$ cat src/rtl/multicycle_ctrl.sv
// Multicycle control FSM for the RV32I-subset core: sequences fetch, decode,
// execute, memory and writeback, and traps on illegal opcodes or memory timeouts.
module multicycle_ctrl #(
  parameter int MEM_TIMEOUT = 16
) (
  input  logic        clk,
  input  logic        rst,
  input  logic [31:0] instr,
  input  logic        mem_ready,
  input  logic        alu_zero,
  output logic        imem_req,
  output logic        ir_we,
  output logic        pc_we,
  output logic        pc_src,
  output logic [1:0]  ext_sel,
  output logic        alu_src,
  output logic [1:0]  alu_op,
  output logic        dmem_req,
  output logic        dmem_we,
  output logic        reg_we,
  output logic [1:0]  wb_sel,
  output logic [2:0]  state,
  output logic        trap,
  output logic        trap_cause
);

  typedef enum logic [2:0] {
    S_FETCH  = 3'd0,
    S_DECODE = 3'd1,
    S_EXEC   = 3'd2,
    S_MEM    = 3'd3,
    S_WB     = 3'd4,
    S_TRAP   = 3'd7
  } state_t;

  typedef enum logic [2:0] {
    CL_R, CL_IALU, CL_LOAD, CL_STORE, CL_BRANCH, CL_LUI, CL_JAL
  } class_t;

  localparam logic [6:0] OP_R      = 7'b0110011;
  localparam logic [6:0] OP_IALU   = 7'b0010011;
  localparam logic [6:0] OP_LOAD   = 7'b0000011;
  localparam logic [6:0] OP_STORE  = 7'b0100011;
  localparam logic [6:0] OP_BRANCH = 7'b1100011;
  localparam logic [6:0] OP_LUI    = 7'b0110111;
  localparam logic [6:0] OP_JAL    = 7'b1101111;

  localparam int            CW       = $clog2(MEM_TIMEOUT);
  localparam logic [CW-1:0] CNT_LAST = CW'(MEM_TIMEOUT - 1);

  state_t        state_r;
  class_t        cls_r;
  logic [CW-1:0] cnt_r;

  class_t        dec_class;
  logic [1:0]    dec_ext;
  logic          dec_legal;
  logic          timed_out;

  // Only opcode and funct3 steer control; the rest belongs to the datapath.
  logic unused_instr_bits;
  assign unused_instr_bits = ^{instr[31:15], instr[11:7]};

  assign state     = state_r;
  assign timed_out = !mem_ready && (cnt_r == CNT_LAST);

  // NOTE: every signal written in always_comb gets a default first, otherwise
  // a path that skips the assignment infers a latch.
  always_comb begin
    dec_legal = 1'b1;
    dec_class = CL_R;
    dec_ext   = 2'b00;
    case (instr[6:0])
      OP_R:      dec_class = CL_R;
      OP_IALU:   dec_class = CL_IALU;
      OP_LOAD:   dec_class = CL_LOAD;
      OP_STORE:  begin dec_class = CL_STORE; dec_ext = 2'b01; end
      OP_BRANCH: begin
        dec_class = CL_BRANCH;
        dec_ext   = 2'b10;
        dec_legal = (instr[14:13] == 2'b00);  // BEQ/BNE only
      end
      OP_LUI:    begin dec_class = CL_LUI; dec_ext = 2'b11; end
      OP_JAL:    begin dec_class = CL_JAL; dec_ext = 2'b11; end
      default:   dec_legal = 1'b0;
    endcase
  end

  // NOTE: sequential state uses non-blocking assignments so every register
  // samples pre-edge values regardless of statement order.
  always_ff @(posedge clk) begin
    if (rst) begin
      state_r    <= S_FETCH;
      cls_r      <= CL_R;
      cnt_r      <= '0;
      ext_sel    <= 2'b00;
      trap       <= 1'b0;
      trap_cause <= 1'b0;
    end else begin
      case (state_r)
        S_FETCH, S_MEM: begin
          if (mem_ready) begin
            if (state_r == S_FETCH) begin
              state_r <= S_DECODE;
            end else if (cls_r == CL_STORE) begin
              state_r <= S_FETCH;
              cnt_r   <= '0;
            end else begin
              state_r <= S_WB;
            end
          end else if (timed_out) begin
            state_r    <= S_TRAP;
            trap       <= 1'b1;
            trap_cause <= 1'b1;
          end else begin
            cnt_r <= cnt_r + 1'b1;
          end
        end
        S_DECODE: begin
          if (!dec_legal) begin
            state_r    <= S_TRAP;
            trap       <= 1'b1;
            trap_cause <= 1'b0;
          end else begin
            state_r <= S_EXEC;
            cls_r   <= dec_class;
            ext_sel <= dec_ext;
          end
        end
        S_EXEC: begin
          case (cls_r)
            CL_LOAD, CL_STORE: begin state_r <= S_MEM;   cnt_r <= '0; end
            CL_BRANCH:         begin state_r <= S_FETCH; cnt_r <= '0; end
            default:           state_r <= S_WB;
          endcase
        end
        S_WB: begin
          state_r <= S_FETCH;
          cnt_r   <= '0;
        end
        S_TRAP: state_r <= S_TRAP;
        default: begin  // unreachable codes 5 and 6
          state_r <= S_FETCH;
          cnt_r   <= '0;
        end
      endcase
    end
  end

  // Strobes and mux selects follow state directly; reset silences all of them.
  always_comb begin
    imem_req = 1'b0;
    ir_we    = 1'b0;
    pc_we    = 1'b0;
    pc_src   = 1'b0;
    alu_src  = 1'b0;
    alu_op   = 2'b00;
    dmem_req = 1'b0;
    dmem_we  = 1'b0;
    reg_we   = 1'b0;
    wb_sel   = 2'b00;
    if (!rst) begin
      case (state_r)
        S_FETCH: begin
          imem_req = 1'b1;
          ir_we    = mem_ready;
          pc_we    = mem_ready;
        end
        S_EXEC: begin
          case (cls_r)
            CL_R:              alu_op = 2'b10;
            CL_IALU:           begin alu_src = 1'b1; alu_op = 2'b10; end
            CL_LOAD, CL_STORE: alu_src = 1'b1;
            CL_BRANCH: begin
              alu_op = 2'b01;
              pc_we  = alu_zero ^ instr[12];
              pc_src = alu_zero ^ instr[12];
            end
            CL_JAL:            begin pc_we = 1'b1; pc_src = 1'b1; end
            default:           ;
          endcase
        end
        S_MEM: begin
          dmem_req = 1'b1;
          dmem_we  = (cls_r == CL_STORE);
        end
        S_WB: begin
          reg_we = 1'b1;
          case (cls_r)
            CL_LOAD: wb_sel = 2'b01;
            CL_JAL:  wb_sel = 2'b10;
            CL_LUI:  wb_sel = 2'b11;
            default: wb_sel = 2'b00;
          endcase
        end
        default: ;
      endcase
    end
  end

endmodule

$ cat config.mk
export PLATFORM = sky130hd
export DESIGN_NAME = multicycle_ctrl
export DESIGN_NICKNAME = d
export VERILOG_FILES = /design/src/rtl/multicycle_ctrl.sv
export SDC_FILE = /design/constraint.sdc
export NUM_CORES = 1
export LEC_CHECK = 0
export CAP_MARGIN = 20
export CELL_PAD_IN_SITES_DETAIL_PLACEMENT = 1
export CELL_PAD_IN_SITES_GLOBAL_PLACEMENT = 1
export CORE_AREA = 4 4 66 68
export CTS_CLUSTER_DIAMETER = 30
export DETAILED_ROUTE_END_ITERATION = 10
export DIE_AREA = 0 0 70 72
export GPL_ROUTABILITY_DRIVEN = 0
export PLACE_DENSITY_LB_ADDON = 0.1
export SYNTH_ARGS = -nofsm -noshare
export SYNTH_HDL_FRONTEND = slang
export SYNTH_SLANG_ARGS = --single-unit
$ cat constraint.sdc
create_clock -name clk -period 5.4 [get_ports clk]
set_clock_uncertainty 0.1 [all_clocks]
set_input_delay 1.08 -clock clk [delete_from_list [all_inputs] [get_ports clk]]
set_output_delay 1.08 -clock clk [all_outputs]
set_load 0.05 [all_outputs]
* Word-level counts from Yosys, hierarchy flattened *
Cells that the tools add are included.

operators by class
  muxes and demuxes = 46
  eq/ne operators = 27
  bitwise gates (word level) = 2
  reduce and logical (&&, ||, !) cells = 17
  add/sub/neg operators = 1

operators with widths
  cell                                                                    count
  7-bit by 6-bit equality test with 1-bit output (second input constant)  3
  1-bit 2-to-1 mux                                                        20
  4-bit 2-to-1 mux                                                        5
  3-bit case mux with 6 select lines                                      1
  3-bit equality test (second input constant)                             5
  3-bit 2-to-1 mux                                                        5
  7-bit equality test (second input constant)                             2
  3-bit by 2-bit equality test with 1-bit output (second input constant)  4
  3-bit inequality test (second input constant)                           4
  2-bit case mux with 3 select lines                                      2
  3-bit case mux with 4 select lines                                      1
  4-bit case mux with 3 select lines                                      1
  1-bit case mux with 2 select lines                                      5
  2-bit OR reduction                                                      5
  2-bit 2-to-1 mux                                                        4
  2-bit inequality test (second input constant)                           4
  7-bit by 2-bit equality test with 1-bit output (second input constant)  1
  7-bit by 5-bit equality test with 1-bit output (second input constant)  1
  3-bit by 1-bit equality test with 1-bit output (second input constant)  2
  3-bit logical NOT                                                       2
  3-bit case mux with 2 select lines                                      1
  3-bit OR reduction                                                      2
  6-bit OR reduction                                                      1
  5-bit AND reduction                                                     1
  11 further kinds                                                        11

storage, ports and cells
  output and inout bits = 19
  logic and storage cells = 99
  flip-flop bits (word level) = 14

* Longest topological paths before layout *
Gate-level depths: netlist of run 1.

  depth in word-level cells = 5
  gate-level depth with buffers = 6
  gate-level depth less buffers = 6

* Least setup slack after synthesis of run 1 *
OpenSTA, ideal clock, no wires.

  kind = input-to-output
  start = in rst
  end = out pc_we
  required time = 4.220 ns
  path buffers = 0
  stages = 3
  setup slack = 0.671 ns
  arrival time = 3.549 ns
  cell sequence = nor4_1 > and2_1 > or2_2

on the way
  cells in the longest elaborated chain, start to end = 1

ends and longest elaborated chain
  element             line  text
  start: declaration  7     input logic rst,
  1-bit 2-to-1 mux    162   if (!rst) begin
  end: declaration    13    output logic pc_we,

No other way between the ends.

* Final worst setup path of run 1 *
Ends and elaborated chain as after synthesis.

==> results by group, run 1 <==
Routing
  • Via/cell ratio: between 5 and 6
  • Vias post-DR: 1132
  • DR iter-0 viols: 75
  • DRT Wirelength: ~3.1 mm
  • Per-cell routed wire length: 14.3 um
  • DRT antenna net count: 0
  • Pre-antenna DRT Iters: 4
  • Residual DRC: 0

Placed design
  • Post-DP HPWL: between 2 and 2.5 mm
  • IO Port Bufs: 32

Yosys
  • Post-Syn Instances: 142
  • Multiplexer share of the synthesized area: less than 1%
  • Synth Area in Compound Gates: roughly a fifth
  • Main combinational cell family by area after synthesis: simple AND/OR/NAND/NOR gates
  • Top FF cell, synth: dfxtp_1
  • Area leader, netlist: dfxtp_1
  • Synth Area in XOR/XNOR: under 10%
  • Seq/Total Area, Yosys: a little over a quarter
  • #FFs+latches synth: 14
  • Ys Warns: 0
  • Post-synth EDFFs: 0
  • Mapped cell area: 0.00107 mm2
  • Post-Synth Simple-Gate Area: ~40%
  • Post-synth cell types: 42
  • Top post-synthesis cells by area: dfxtp_1 (26%), a21oi_1 (5.2%), nor2_1 (4.9%)
  • Async set-reset flop share out of synthesis: 0%
  • Syn Nets: ~180
  • Synth top area share: a little over a quarter
  • Synth Area in Adders: ~1.2%
  • Synth Area per Inst: 7.51 um2

Timing
  • WHS: roughly 0.37 ns
  • Peak Freq: 229 MHz
  • Fin. max-slew vios: 0
  • Post-layout min period: around 4.4 ns
  • Setup tns final: 0 ns
  • Max-Slew Margin vs Limit: a little over three fifths
  • Slew @ Worst Pin: between 0.5 and 0.6 ns
  • RSZ-0062 raised after global routing: no
  • Final setup vio count: 0
  • Hold Violations, Final: 0
  • Final Cycle Share: roughly 80%

Run status
  • Status: finished, final reports clean

Global route
  • Global-route usage over all layers: 12.5%
  • Vias in the first global route: about 1100
  • First-pass GRT wire length: roughly 5.3 mm
  • GRT overflow: 0
  • Pin count of the biggest net entering global routing: 18
  • Initial antenna violation count: 0

Die
  • I/O pin cnt: between 50 and 60
  • DIE AREA: about 0.0050 mm2
  • Core footprint: 0.00386 mm2
  • Die Wd: 70 um
  • Starting density of the core: between 20 and 30%
  • Die Y-Extent: approximately 72 um
  • Num rows: 23

Hold path
  • Worst Hold Class: reg2reg

Setup path
  • CP Data Arrival Time: roughly 3.2 ns
  • Slowest stage delay, CP: between 0.7 and 0.8 ns
  • CP Cell Sequence: clkdlybuf4s50_1 > nor2_1 > nand4b_1 > nor3_1 > or2_2 > clkdlybuf4s50_1
  • Most frequent CP cell: clkdlybuf4s50_1
  • Slowest cell on the critical path: clkdlybuf4s50_1
  • Crit Path Class: in2out
  • Critical path capture point type: output pin
  • Crit Path Max Fanout: 6
  • Worst EP required: 4.22 ns
  • CP Launch Type: input port

Job
  • Maxcap violations: 0

Clock tree
  • CTS Buffer Depth: 2
  • Setup bufs post-CTS: 0
  • CTS root buf: clkbuf_8
  • Post-CTS Resized: 0
  • Hold_buf cts: 0
  • H-tree levels: 1
  • Worst skew pair latency: 0.24 ns
  • Inserted Clock Buffers: 3
  • # clock sinks: 14
  • Reg clk slew, reported paths: roughly 0.06 ns
  • CTS tree: done

Finish
  • Final #Nets: 204
  • Diodes inserted: 0
  • Layout cells sized above 1: ~6.6%
  • Layout overhead on the synthesized area: 35.0%

Power
  • Pwr per Cell Area: approximately 370 mW/mm2
  • Max VDD drop: approximately 0.15 mV
  • Leakage power: around 0.46 nW
  • Tot Pwr: around 0.53 mW
critical path, delay by kind of cell:
family / cells / cell delay, ns
buffers and inverters: 2 / 1.30
AND/OR/NAND/NOR: 4 / 0.79
area by class of cell:
class | count | area (um2)
timing repair buffer | 33 | 328
clock buffer | 4 | 55.1
inverter | 1 | 3.75
tap | 50 | 62.6
fill | 482 | 2420
multi-input combinational | 114 | 709
sequential | 14 | 280
logic make-up after synthesis:
kind of cell | after synthesis
buffers and inverters | 14
XOR/XNOR | 5
adder cells (fa/ha/maj) | 1
AND/OR/NAND/NOR | 74
multiplexers | 1
AO/OA/AOI/OAI | 33
flip-flops | 14
per-stage QoR:
| stage | util, % | instance area [um2] | instances | worst slack, ns |
|---|---|---|---|---|
| floorplan | - | 1070 | 142 | 0.671 |
| global placement | 35.9 | 1380 | 212 | 1.03 |
| detailed placement | 35.9 | 1380 | 212 | 1.01 |
| CTS | 37.3 | 1440 | 216 | 1.00 |
| global route | 37.3 | 1440 | 216 | 0.885 |
| finish | 37.3 | 1440 | 216 | 1.04 |
synth_stat cells, types with 2 or more instances:
library cell  instances
dfxtp_1              14
nor2_1               14
a21oi_1              11
nand2_1              10
o21ai_0               9
nor3_1                7
nand3b_1              6
clkbuf_1              5
nor4_1                5
a31oi_1               4
buf_2                 4
nand3_1               4
and2_1                3
and3_1                3
buf_4                 3
nand2b_1              3
nand4_1               3
nand4b_1              3
xor2_1                3
nor3b_1               2
o211ai_1              2
or2_2                 2
or3_1                 2
xnor2_1               2
metal layers:
metal | global-route usage, % | part of all wire (%)
met5 | 0 | 0
met4 | 3.19 | 0.42
met1 | 16.6 | 48
met3 | 3.05 | 5.8
met2 | 20.7 | 46
registers in the layout, summed over array words and instances, names as in the netlist:
name	cells
cls_r	3
cnt_r	4
ext_sel	2
state	3
trap	1
trap_cause	1
worst paths after layout:
check,start,end,slack (ns),cells after the start
hold / removal,trap$_SDFFE_PP0P_,trap$_SDFFE_PP0P_,0.37,2
setup reg to reg,state[0]$_SDFFE_PP0P_,cls_r[1]$_SDFFE_PP0P_,3.33,4
hold reg to reg,trap$_SDFFE_PP0P_,trap$_SDFFE_PP0P_,0.37,2
setup / recovery,rst,pc_we,1.04,6
cells in the final DEF (no fill, tap or decap), drive strengths merged, types with 2 or more instances in the layout:
cell,netlist,final
clkdlybuf4s50,0,32
nand3,4,4
or3b,2,2
nor3,7,7
nor4,5,5
or3,2,2
and3,3,3
nand4b,3,3
o21ai,10,10
nand2b,3,3
xnor2,2,2
xor2,3,3
nor2,14,14
and2,3,3
a21oi,11,11
nor3b,2,2
clkbuf,5,4
nand3b,6,6
o211ai,2,2
a31oi,4,4
nand4,3,3
or2,2,2
dfxtp,14,14
nand2,10,10
where the power goes:
part           switching [mW]  internal, mW  leakage [nW]
clock network          0.0384        0.0645        0.0288
registers              0.0398         0.119         0.114
logic                   0.168        0.0995         0.322
Note: power is estimated with default switching activity, not from simulation.
==> run 2, diff against run 1 <==
CORE_AREA = 4 4 72 74   (was 4 4 66 68)
DIE_AREA = 0 0 76 78   (was 0 0 70 72)
clock period = 3.9 ns   (was 5.4 ns; I/O delays follow)
==> run 2 against run 1 <==
  * Register-to-register slack got worse by 1.5 ns
  * First-iteration DRC count decreased by 49%
  * Utilization decreased by 5.8 points
  * Sequential cell count unchanged
  * Count of clock-buffer cells in the layout decreased by 1
  * Total power increased by 37%
  * Critical path depth unchanged
  * Sequential share of layout area decreased by 0.12 points
  * Worst hold slack got worse by 0.0016 ns
  * Critical path type unchanged
  * Critical endpoint unchanged
==> results by group, run 2 (same netlist as run 1, synthesis figures left out) <==
Clock tree
  • Reg clk slew, reported paths: around 0.06 ns
  • # clock sinks: 14
  • H-tree levels: 1
  • Hold_buf cts: 0
  • Inserted Clock Buffers: 3
  • CTS root buf: clkbuf_8
  • CTS Buffer Depth: 2
  • CTS tree: done
  • Setup bufs post-CTS: 0
  • Post-CTS Resized: 0
  • Worst skew pair latency: 0.25 ns

Setup path
  • Crit Path Class: in2out
  • CP Data Arrival Time: 2.28 ns
  • RR Startpoint: state[0]$_SDFFE_PP0P_
  • Critical path capture point type: output pin
  • Critical path origin: rst
  • Slowest cell on the critical path: clkdlybuf4s50_1
  • Worst EP required: 3.02 ns
  • CP Cell Sequence: clkdlybuf4s50_1 > nor2_1 > nand4b_1 > nor3_1 > or2_2 > buf_12
  • Slowest stage delay, CP: approximately 0.46 ns
  • CP Launch Type: input port
  • CP Buf/Inv Count: 2
  • Crit Path Max Fanout: 3
  • Largest delay share family, worst path: simple AND/OR/NAND/NOR gates

Die
  • Num rows: 25
  • Starting density of the core: roughly 23%
  • I/O pin cnt: 55
  • DIE AREA: ~0.006 mm2
  • Core footprint: about 0.0046 mm2
  • Die Wd: roughly 76 um
  • Die Y-Extent: about 80 um

Finish
  • Filler Cell Count: between 500 and 600
  • Finished Layout Cells: 220
  • Top reg by flops: cnt_r
  • Most frequent cells in the layout: clkdlybuf4s50_1 (21), nor2_1 (14), dfxtp_1 (14)
  • Most common cell after layout, fill and taps aside: clkdlybuf4s50_1
  • Max FFs per register: 4
  • Diodes inserted: 0
  • Post-route cell area: 0.00145 mm2
  • Layout cells sized above 1: between 10 and 15%
  • Layout overhead on the synthesized area: 35.8%
  • Post-layout util: roughly a third
  • Final #Nets: between 200 and 250

Timing
  • RSZ-0062 raised after global routing: no
  • Final Cycle Share: 81.1%
  • Slew @ Worst Pin: between 0.6 and 0.7 ns
  • Hold Violations, Final: 0
  • Max-Slew Margin vs Limit: a little under three fifths
  • Fin. max-slew vios: 0
  • Setup tns final: 0 ns
  • Post-layout min period: 3.16 ns
  • Peak Freq: between 300 and 400 MHz
  • Final setup vio count: 0

Routing
  • Pre-antenna DRT Iters: 4
  • Per-cell routed wire length: ~15 um
  • Vias post-DR: about 1100
  • DRT Wirelength: ~3.2 mm
  • DR iter-0 viols: 38
  • DRT antenna net count: 0
  • Residual DRC: 0
  • Via/cell ratio: between 5 and 6

Placed design
  • IO Port Bufs: 32
  • Post-DP HPWL: between 2 and 2.5 mm
  • Placed cell area: ~0.0014 mm2
  • Placed Cells: around 220

Global route
  • GRT overflow: 0
  • Initial antenna violation count: 0
  • Vias in the first global route: 1144
  • Global-route usage over all layers: between 10 and 15%
  • First-pass GRT wire length: between 5 and 6 mm
  • Pin count of the biggest net entering global routing: 20

Run status
  • Status: finished, final reports clean

Hold path
  • Worst Hold Class: reg2reg
  • Hold path startpoint: ext_sel[1]$_SDFFE_PP0P_

Power
  • Leakage power: roughly 0.5 nW
  • Pwr per Cell Area: 500 mW/mm2
  • Max VDD drop: ~0.16 mV

Job
  • Maxcap violations: 0
[run 2: layout make-up]
type	instances	area, um2	share of cell area (%)
Tap cell	54	67.6	4.67
Clock buffer	3	41.3	2.85
Inverter	1	3.75	0.259
Timing Repair Buffer	34	333	23.0
Multi-Input combinational cell	114	722	49.9
Sequential cell	14	280	19.4
[run 2: worst reg2reg max path, cell delays in order, from the launching register on]
cell,delay (ns)
dfxtp_1,0.63
nor3b_1,0.39
o21ai_2,0.22
or4_1,0.51
a21oi_1,0.15
[run 2: stage by stage]
step                worst slack [ns]  hold WS (ns)  power (mW)
CTS                            0.707         0.373       0.736
detailed placement             0.598         0.356       0.610
finish                         0.736         0.372       0.723
global placement               0.585         0.350       0.610
global route                   0.603         0.385       0.777
floorplan                      0.124         0.349       0.494
[run 2: worst paths after layout]
path	endpoint	slack [ns]	cells past startpoint
setup / recovery	pc_we	0.74	6
hold / removal	ext_sel[1]$_SDFFE_PP0P_	0.37	2
hold reg to reg	ext_sel[1]$_SDFFE_PP0P_	0.37	2
setup reg to reg	cls_r[1]$_SDFFE_PP0P_	1.82	4
[run 2: layer usage]
metal | wire, um | GRT usage (%) | vias to the layer above | share of wire, %
li1 | - | - | 570 | -
met1 | 1560 | 14.3 | 526 | 48
met2 | 1440 | 17.6 | 28 | 45
met3 | 166 | 3.13 | 6 | 5.1
met4 | 64 | 4.80 | 0 | 2.0
met5 | 0 | 0 | - | 0
[run 2: report_power, final]
| part | switching, mW | leakage [nW] | internal, mW | total (mW) |
|---|---|---|---|---|
| logic | 0.235 | 0.356 | 0.144 | 0.379 |
| clock network | 0.0540 | 0.0216 | 0.0684 | 0.122 |
| registers | 0.0574 | 0.114 | 0.165 | 0.222 |
| total | 0.346 | 0.491 | 0.377 | 0.723 |
==> run 3, diff against run 2 <==
CORE_AREA = 4 4 68 70   (was 4 4 72 74)
DIE_AREA = 0 0 72 74   (was 0 0 76 78)
clock period = 3.22 ns   (was 3.9 ns; I/O delays follow)
==> run 3 against run 2 <==
  * Worst setup slack worse by 0.42 ns
  * Register-to-register slack worse by 0.66 ns
  * Utilization is 9.7 points higher
  * Final area is 13% higher
  * Count of clock-buffer cells in the layout is 1 higher
  * Sequential power is 21% higher
  * Sequential cell count stayed put
  * Global-route usage is 2.6 points higher
  * Worst hold slack worse by 0.015 ns
  * First-iteration DRC count is 55% higher
  * Clock power is 43% higher
  * Wire length is 5.8% higher
  * Critical endpoint unchanged
  * Largest power group unchanged
  * Highest routed layer unchanged
==> results by group, run 3 (same netlist as run 1, synthesis figures left out) <==
Clock tree
  • Worst skew pair latency: around 0.25 ns
  • Reg clk slew, reported paths: around 0.060 ns
  • CTS tree: done
  • Hold_buf cts: 0
  • Post-CTS Resized: 0
  • # clock sinks: 14
  • H-tree levels: 1
  • CTS Buffer Depth: 2
  • Inserted Clock Buffers: 3
  • CTS root buf: clkbuf_8
  • Setup bufs post-CTS: 0

Finish
  • Layout overhead on the synthesized area: 53.4%
  • Post-layout util: between 40% and 50%
  • Area of the multi-input gates: ~730 um2
  • Filler Cell Count: between 400 and 500
  • Max FFs per register: 4
  • Diodes inserted: 0
  • Most common cell after layout, fill and taps aside: clkdlybuf4s50_1
  • Layout cells sized above 1: between 10% and 20%
  • Register area: approximately 280 um2
  • Final #Nets: between 200 and 250
  • Most frequent cells in the layout: clkdlybuf4s50_1 (20), nor2_1 (14), dfxtp_1 (14)
  • Top reg by flops: cnt_r

Die
  • Starting density of the core: 26.8%
  • Num rows: 23
  • DIE AREA: about 0.0053 mm2
  • Core footprint: approximately 0.0040 mm2
  • I/O pin cnt: between 50 and 60
  • Die Y-Extent: 74 um
  • Die Wd: a little over 70 um

Timing
  • Post-layout min period: 2.90 ns
  • Slew @ Worst Pin: about 0.6 ns
  • Final setup vio count: 0
  • RSZ-0062 raised after global routing: no
  • Peak Freq: between 300 and 400 MHz
  • Fin. max-slew vios: 0
  • Final Cycle Share: ~90%
  • WHS: 0.357 ns
  • Max-Slew Margin vs Limit: just over 60%
  • Hold Violations, Final: 0

Power
  • Leakage power: between 0.5 and 0.6 nW
  • Max VDD drop: around 0.34 mV
  • Pwr per Cell Area: ~580 mW/mm2

Run status
  • Status: finished, final reports clean

Routing
  • DR iter-0 viols: just under 60
  • Vias post-DR: around 1200
  • Pre-antenna DRT Iters: 4
  • Via/cell ratio: roughly 5.2
  • Residual DRC: 0
  • DRT antenna net count: 0
  • Per-cell routed wire length: between 15 and 20 um
  • DRT Wirelength: 3.41 mm

Setup path
  • Crit Path Max Fanout: 10
  • CP Launch Type: input port
  • Worst EP required: 2.48 ns
  • Crit Path Class: in2out
  • Critical path capture point type: output pin
  • CP Data Arrival Time: around 2.2 ns

Global route
  • Initial antenna violation count: 0
  • Vias in the first global route: ~1200
  • Pin count of the biggest net entering global routing: 18
  • First-pass GRT wire length: ~6 mm
  • GRT overflow: 0
  • Global-route usage over all layers: ~14%

Placed design
  • IO Port Bufs: 32
  • Post-DP HPWL: between 2 and 3 mm

Hold path
  • Worst Hold Class: reg2reg

Job
  • Maxcap violations: 0
-- run 3: area by class of cell --
type / count / area share, %
multi-input cells: 114 / 44.8
inverters: 1 / 0.230
repair buffers: 40 / 30.6
flip-flops and latches: 14 / 17.1
clock buffers: 4 / 3.37
well taps: 50 / 3.83
-- run 3: worst paths after layout --
path / startpoint / to / slack, ns / depth (start not counted)
min: ext_sel[1]$_SDFFE_PP0P_ / ext_sel[1]$_SDFFE_PP0P_ / 0.36 / 2
max reg2reg: cls_r[2]$_SDFFE_PP0P_ / cnt_r[1]$_SDFFE_PP0P_ / 1.16 / 5
max: rst / pc_we / 0.32 / 6
min reg2reg: ext_sel[1]$_SDFFE_PP0P_ / ext_sel[1]$_SDFFE_PP0P_ / 0.36 / 2
-- run 3: layer usage --
layer	track usage (%)	up-vias	share of wire [%]
li1	-	583	-
met1	16.7	559	46
met2	25.0	24	49
met3	3.24	2	4.3
met4	2.92	0	0.41
met5	0	-	0
-- run 3: report_power, final --
group / switching (mW) / leakage [nW] / internal (mW) / total (mW)
Sequential: 0.0701 / 0.114 / 0.199 / 0.269
Clock: 0.0669 / 0.0288 / 0.108 / 0.175
Combinational: 0.297 / 0.416 / 0.213 / 0.510
Total: 0.434 / 0.558 / 0.521 / 0.955
-- run 3: through the flow --
stage               instances  TNS, ns  power, mW  cell area, um2  worst slack, ns
global placement          219        0      0.780            1580            0.291
global route              223        0       1.03            1640            0.235
floorplan                 142   -0.392      0.599            1090           -0.255
detailed placement        219        0      0.788            1580            0.280
finish                    223        0      0.955            1640            0.319
CTS                       223        0      0.969            1640            0.305
-- run 3: worst max-delay path, cell delays in order --
cell and delay [ns]:
clkdlybuf4s50_1 0.45, buf_4 0.20, nor4_2 0.31, and2_1 0.26, or2_2 0.16, buf_12 0.13
